--- src/rtl/inst_fetch.sv ---
// ---------------------------------------------------------------------------
// inst_fetch
//
// Purpose:
//   This is the instruction fetch stage that sits right after the PC register.
//   On fetchStart it captures pcCur and issues a request/acknowledge read to
//   instruction memory. It keeps the returned word in an instruction register
//   until the decoder takes it. Each completed fetch produces a one-cycle
//   pcAdvance pulse. A flush drops any fetch that is in flight and any word
//   that is held. A memory that never acknowledges sets a sticky fault.
//
// Optional feature:
//   FETCH_ALIGN_CHECK_EN - when this macro is defined, a fetch request at an
//   odd pcCur is refused and the sticky misaligned flag is set. When it is
//   not defined, misaligned stays 0 and odd addresses are fetched as usual.
//
// Parameters:
//   MAX_WAIT   number of unacknowledged REQ cycles allowed before a timeout
//              (1..255)
//
// Ports:
//   clock      system clock; every state update happens on its rising edge
//   reset      synchronous, active-high reset
//   pcCur      current PC from the PC register
//   fetchStart control asks for a fetch of pcCur
//   flush      discard any in-flight or held instruction
//   memReq     read request to instruction memory
//   memAddr    read address, stable while memReq is high
//   memAck     memory data is valid this cycle
//   memData    instruction word from memory
//   instOut    held instruction word
//   fetchPc    address that instOut was fetched from
//   instValid  instOut/fetchPc are valid for decode
//   instTaken  decode consumes instOut this cycle
//   pcAdvance  one-cycle pulse for each completed fetch
//   busy       high while a request is outstanding
//   fault      sticky memory-timeout flag
//   misaligned sticky odd-address flag
// ---------------------------------------------------------------------------
module inst_fetch #(
    parameter int unsigned MAX_WAIT = 15
) (
    input  logic        clock,
    input  logic        reset,
    input  logic [15:0] pcCur,
    input  logic        fetchStart,
    input  logic        flush,
    output logic        memReq,
    output logic [15:0] memAddr,
    input  logic        memAck,
    input  logic [15:0] memData,
    output logic [15:0] instOut,
    output logic [15:0] fetchPc,
    output logic        instValid,
    input  logic        instTaken,
    output logic        pcAdvance,
    output logic        busy,
    output logic        fault,
    output logic        misaligned
);

    localparam logic [1:0] IDLE = 2'd0;
    localparam logic [1:0] REQ  = 2'd1;
    localparam logic [1:0] HOLD = 2'd2;

    localparam logic [7:0] MAX_WAIT_C = 8'(MAX_WAIT);

    logic [1:0] stateR;
    logic [7:0] waitCntR;
    logic       oddPcS;

`ifdef FETCH_ALIGN_CHECK_EN
    // A fetch request at an odd PC is refused.
    assign oddPcS = pcCur[0];
`else
    // Without the alignment check, every address is fetched as it is.
    assign oddPcS = 1'b0;
`endif

    // Fetch FSM together with all of its registered outputs.
    always_ff @(posedge clock) begin
        if (reset) begin
            stateR     <= IDLE;
            waitCntR   <= 8'd0;
            memReq     <= 1'b0;
            busy       <= 1'b0;
            memAddr    <= 16'h0000;
            instOut    <= 16'h0000;
            fetchPc    <= 16'h0000;
            instValid  <= 1'b0;
            pcAdvance  <= 1'b0;
            fault      <= 1'b0;
            misaligned <= 1'b0;
        end else begin
            // pcAdvance is a pulse. It is cleared every cycle unless the
            // branch for a completed fetch sets it again.
            pcAdvance <= 1'b0;
            if (flush) begin
                // A flush overrides everything else in its cycle, including
                // a memAck that arrives at the same time.
                stateR    <= IDLE;
                memReq    <= 1'b0;
                busy      <= 1'b0;
                instValid <= 1'b0;
            end else begin
                case (stateR)
                    IDLE: begin
                        if (fetchStart) begin
                            if (oddPcS) begin
                                misaligned <= 1'b1;
                            end else begin
                                memAddr  <= pcCur;
                                waitCntR <= 8'd0;
                                memReq   <= 1'b1;
                                busy     <= 1'b1;
                                stateR   <= REQ;
                            end
                        end
                    end
                    REQ: begin
                        if (memAck) begin
                            instOut   <= memData;
                            fetchPc   <= memAddr;
                            instValid <= 1'b1;
                            pcAdvance <= 1'b1;
                            memReq    <= 1'b0;
                            busy      <= 1'b0;
                            stateR    <= HOLD;
                        end else if (waitCntR == MAX_WAIT_C) begin
                            // The counter started at 0 in the first REQ
                            // cycle, so MAX_WAIT+1 cycles have gone by
                            // without an acknowledge.
                            fault  <= 1'b1;
                            memReq <= 1'b0;
                            busy   <= 1'b0;
                            stateR <= IDLE;
                        end else begin
                            waitCntR <= waitCntR + 8'd1;
                        end
                    end
                    HOLD: begin
                        // While the word is held, fetchStart has effect only
                        // when decode takes the word in the same cycle.
                        if (instTaken) begin
                            instValid <= 1'b0;
                            if (fetchStart && !oddPcS) begin
                                memAddr  <= pcCur;
                                waitCntR <= 8'd0;
                                memReq   <= 1'b1;
                                busy     <= 1'b1;
                                stateR   <= REQ;
                            end else begin
                                if (fetchStart) begin
                                    misaligned <= 1'b1;
                                end
                                stateR <= IDLE;
                            end
                        end
                    end
                    default: begin
                        stateR    <= IDLE;
                        memReq    <= 1'b0;
                        busy      <= 1'b0;
                        instValid <= 1'b0;
                    end
                endcase
            end
        end
    end

endmodule

--- config.mk ---
export PLATFORM = sky130hd
export DESIGN_NAME = inst_fetch
export DESIGN_NICKNAME = d
export VERILOG_FILES = /design/src/rtl/inst_fetch.sv
export SDC_FILE = /design/constraint.sdc
export NUM_CORES = 1
export LEC_CHECK = 0
export BUFFER_PORTS_ARGS = -buffer_cell sky130_fd_sc_hd__buf_4
export CORE_MARGIN = 5
export CORE_UTILIZATION = 48
export CTS_CLUSTER_DIAMETER = 80
export DETAILED_ROUTE_END_ITERATION = 6
export GPL_ROUTABILITY_DRIVEN = 0
export PLACE_DENSITY = 0.88
export RECOVER_POWER = 50
export SYNTH_ARGS = -nofsm -noshare
export SYNTH_HDL_FRONTEND = slang
export SYNTH_SLANG_ARGS = --single-unit
--- constraint.sdc ---
create_clock -name clock -period 2.15 [get_ports clock]
set_input_delay 0.215 -clock clock [delete_from_list [all_inputs] [get_ports clock]]
set_output_delay 0.215 -clock clock [all_outputs]
set_load 0.1 [all_outputs]
==> Word-level counts from Yosys, hierarchy flattened <==
Cells that the tools add are included.
{ "totals": {"regBits": 63, "out_inout_bits": 54, "word_cells": 62} }
{ "op_classes": {"add_sub_neg": 1, "eq_ne": 9, "muxes": 26, "bitwise_logic": 4, "n_reduce_logical": 12} }
{ "op_table": {"columns": ["operator", "n"], "rows": [
  ["$mux W16", 2],
  ["$mux W8", 4],
  ["$pmux W16 S2", 1],
  ["$pmux W8 S3", 1],
  ["$reduce_and A3 Y1", 4],
  ["$mux W1", 10],
  ["$ne A2 B2 Y1 const B", 5],
  ["$pmux W1 S3", 3],
  ["$add A8 B1 Y8 const B", 1],
  ["$eq A8 B4 Y1 const B", 1],
  ["$mux W2", 4],
  ["$pmux W2 S3", 1],
  ["$reduce_and A5 Y1", 1],
  ["$not A1 Y1", 4],
  ["$reduce_and A4 Y1", 1],
  ["$ne A3 B3 Y1 const B", 1],
  ["$reduce_bool A3 Y1", 1],
  ["$reduce_or A3 Y1", 1],
  ["$eq A2 B1 Y1 const B", 1],
  ["$eq A2 B2 Y1 const B", 1],
  ["$logic_not A2 Y1", 1],
  ["$reduce_and A2 Y1", 1],
  ["$reduce_bool A2 Y1", 1],
  ["$reduce_or A2 Y1", 1]
]} }

==> Logic depth before layout (Yosys ltp) <==
{ "depth": {"ltp_word": 4, "ltp_mapped": 9} }

==> Least setup slack after synthesis <==
No wires, ideal clock.
{ "synth_timing": {"path_kind": "register -> register", "from": "register stateR[1]", "to": "register waitCntR[7]", "setup_ps": 74, "arrival_time_ps": 1449, "required_time_ps": 2076, "slack_ps": 627, "stages_incl_launch_ff": 7, "n_path_buf": 2, "synth_period_minus_slack_ps": 1523, "path_cell_list": "dfxtp_1 -> buf_6 -> nand2b_4 -> buf_6 -> or3_1 -> or3_1 -> a31oi_1"} }
{ "synth_via": {"elab_chain_len": 3} }
{ "synth_lines": {"columns": ["item", "line_no", "source"], "rows": [
  ["start, declared", "68", "logic [1:0] stateR;"],
  ["start signal, assigned", "83", "stateR <= IDLE;"],
  ["start signal, assigned", "101", "stateR <= IDLE;"],
  ["start signal, assigned", "116", "stateR <= REQ;"],
  ["$eq A2 B1 Y1, or another cell as far along", "106", "case (stateR)"],
  ["$ne A2 B2 Y1 (no line) / $reduce_bool A3 Y1 (equally long branches)", null, null],
  ["$reduce_and A5 Y1 (no line)", null, null],
  ["end signal, assigned", "138", "waitCntR <= waitCntR + 8'd1;"],
  ["end, declared", "69", "logic [7:0] waitCntR;"]
]} }
Parallel ways exist; a longest one is shown, timed or not.
A chain may end at the register's enable or synchronous reset.

==> Worst setup path in the final report <==
{ "layout_timing": {"from": "register memAddr[8]", "to": "output memAddr[8]"} }
{ "layout_lines": {"columns": ["item", "line_no", "source"], "rows": [
  ["start, declared", "49", "output logic [15:0] memAddr,"],
  ["start signal, assigned", "112", "memAddr <= pcCur;"],
  ["start signal, assigned", "147", "memAddr <= pcCur;"]
]} }
No word-level cell between the ends.

==> flow_metrics.env <==
export IMPL_post_cts_buffers=0
export IMPL_hold_depth=3
export IMPL_period_needed_ps=1780
export IMPL_worst_pin_slew_ps=1210
export IMPL_nNetsFinal=434
export IMPL_end_kind="primary output"
export IMPL_cpPeakStageDelay_ps=880
export IMPL_syn2layout_area_growth_pct=27.5
export IMPL_wl_per_cell_um=13.2
export IMPL_die_area_um2=6610
export IMPL_finalCritPeriodShare_pct=82.9
export IMPL_drc=0
export IMPL_vias_per_cell=5.00
export IMPL_synth_nets=351
export IMPL_place_hpwl_um=4310
export IMPL_relSlewSlack_pct=19.6
export IMPL_grt_pass1_vias=2112
export IMPL_crit_chain="clkbuf_1"
export IMPL_vdd_drop_max_v=0.000718
export IMPL_path_clk_slew_ps=70
export IMPL_critical_path_top_delay_family="buffers and inverters"
export IMPL_std_cell_rows=26
export IMPL_grt_pass1_wl_um=9940
export IMPL_synth_warnings=0
export IMPL_portBuffers=90
export IMPL_yosysTopAreaCell="dfxtp_1"
export IMPL_synth_seq_cells=63
export IMPL_cts_root_buf="clkbuf_8"
export IMPL_tns_ps=0
export IMPL_r2r_start="stateR[1]"
export IMPL_syn_avg_cell_area_um2=7.82
export IMPL_leakage_nw=1.15
export IMPL_r2r_setup_slack_ps=460
export IMPL_cts_sinks=63
export IMPL_synth_top_area_share_pct=51.7
export IMPL_cp_max_fo=3
export IMPL_holdWs_ps=135
export IMPL_vias=2343
export IMPL_io_pins=92
export IMPL_crit_end="memAddr[8]"
export IMPL_hold_viol_final=0
export IMPL_crit_start="memAddr[8]"
export IMPL_grt_start_max_net_pins=64
export IMPL_clock_latency_ps=320
export IMPL_ant_nets=0
export IMPL_cp_slowest_cell="clkbuf_1"
export IMPL_holdBufCountCts=0
export IMPL_slew_viol_final=0
export IMPL_outcome="finished, final reports clean"
export IMPL_cp_depth=1
export IMPL_cts_made_buffers=9
export IMPL_drive_above_1_share_pct=14.3
export IMPL_r2r_cells=4
export IMPL_fmax_ghz=0.561
export IMPL_final_util_pct=62.1
export IMPL_cp_start_kind="flop"
export IMPL_final_cell_mix="nand2_1, dfxtp_1, a21oi_1"
export IMPL_timing_rr_end="waitCntR[7]"
export IMPL_start_util_pct=48.7
export IMPL_core_um2=5010
export IMPL_rsz0062_at_grt="no"
export IMPL_cts_buffer_depth=2
export IMPL_drt_first_pass_iters=4
export IMPL_fin_worst_skew_ps=8.22
export IMPL_seq_area_frac_synth_pct=51.7
export IMPL_ys_types=33
export IMPL_track_usage_pct=19.4
export IMPL_min_path_type="in -> reg"
export IMPL_placed_cells=454
export IMPL_layout_cells_non_filler=469
export IMPL_syn_area_um2=2440
export IMPL_cts_max_level=3
export IMPL_die_h_um=81.3
export IMPL_cp_num_buf_inv=1
export IMPL_cap_violations=0
export IMPL_drt_initial_drc_count=56
export IMPL_cts_tree="done"
export IMPL_cp_arrival_ps=1570
export IMPL_critPathRequiredTime_ps=1930
export IMPL_cts_resized=0
export IMPL_critPathKind="reg -> out"
export IMPL_synth_area_top_cells="dfxtp_1, nand2_1, a21oi_1, nor2_1, buf_6"
export IMPL_layout_cells_most_common="nand2_1"
export IMPL_syn_inst=312
export IMPL_grt_ovfl_total=0
export IMPL_chipWidth_um=81.3
export IMPL_setup_viol=0
export IMPL_antenna_found_initial=0
export IMPL_finalWirelength_um=6200
export IMPL_power_density_nw_per_um2=846
export IMPL_fill_cells=520
export IMPL_antenna_cells=0
how the worst min path moves through the flow:
stage	from	endpoint	slack, ps
2_1_floorplan	pcCur[10]	memAddr[10]	350
5_1_grt	memData[6]	instOut[6]	130
4_1_cts	memData[12]	instOut[12]	120
3_5_place_dp	fetchPc[6]	fetchPc[6]	450
6_report	pcCur[1]	memAddr[1]	140
3_3_place_gp	instOut[10]	instOut[10]	440
registers in the layout, summed over array words and instances, names as in the netlist:
name	count
pcAdvance	1
fetchPc	16
memAddr	16
busy	1
stateR	2
waitCntR	8
memReq	1
instValid	1
fault	1
instOut	16
metal layers:
layer | global-route usage (%) | wire [um] | share of wire (%) | vias to the layer above
li1 | - | - | - | 1187
met1 | 23.9 | 2510 | 40 | 1065
met2 | 31.7 | 3080 | 50 | 84
met3 | 4.77 | 533 | 8.6 | 7
met4 | 9.46 | 78 | 1.3 | 0
met5 | 0 | 0 | 0 | -
cells in the mapped netlist (all sizes together):
master         instances
nand2                102
dfxtp                 63
a21oi                 60
nor2                  13
buf                   11
clkbuf                11
nor3                   7
o21ai                  7
inv                    5
nand2b                 4
a31oi                  3
and3                   3
nor2b                  3
or3                    3
and2                   2
nand3                  2
o21a                   2
a311oi                 1
clkdlybuf4s18          1
conb                   1
ha                     1
nand3b                 1
nand4                  1
nor3b                  1
nor4                   1
o21bai                 1
o22ai                  1
o32ai                  1
power breakdown:
part           total, mW  switching, mW  internal, mW  leakage, nW
logic              0.326          0.249        0.0764        0.533
clock network       1.10          0.427         0.675        0.109
registers           1.21         0.0159          1.19        0.510
through the flow:
stage,setup slack [ps],area [um^2],power (mW)
finish,368,3110,2.63
global route,308,3110,2.74
CTS,515,3320,2.68
detailed placement,542,3110,1.58
global placement,584,3110,1.57
floorplan,627,2440,1.48
kinds of logic (layout without fill, tap and decap cells):
group	Yosys count	in the layout	synth area share [%]
adder cells (fa/ha/maj)	1	1	0.512
buffers and inverters	28	115	6.30
AO/OA/AOI/OAI	76	76	16.6
AND/OR/NAND/NOR	143	143	24.8
other	1	1	0.154
flip-flops	63	63	51.7
final cells by class:
type	count	area (um^2)	share of cell area, %
inverter	5	18.8	0.603
multi-input combinational	221	1020	32.7
clock buffer	11	141	4.54
clock inverter	4	70.1	2.25
sequential	63	1260	40.5
tap	70	87.6	2.81
timing repair buffer	95	514	16.5
Power figures use the tool's default switching activity.
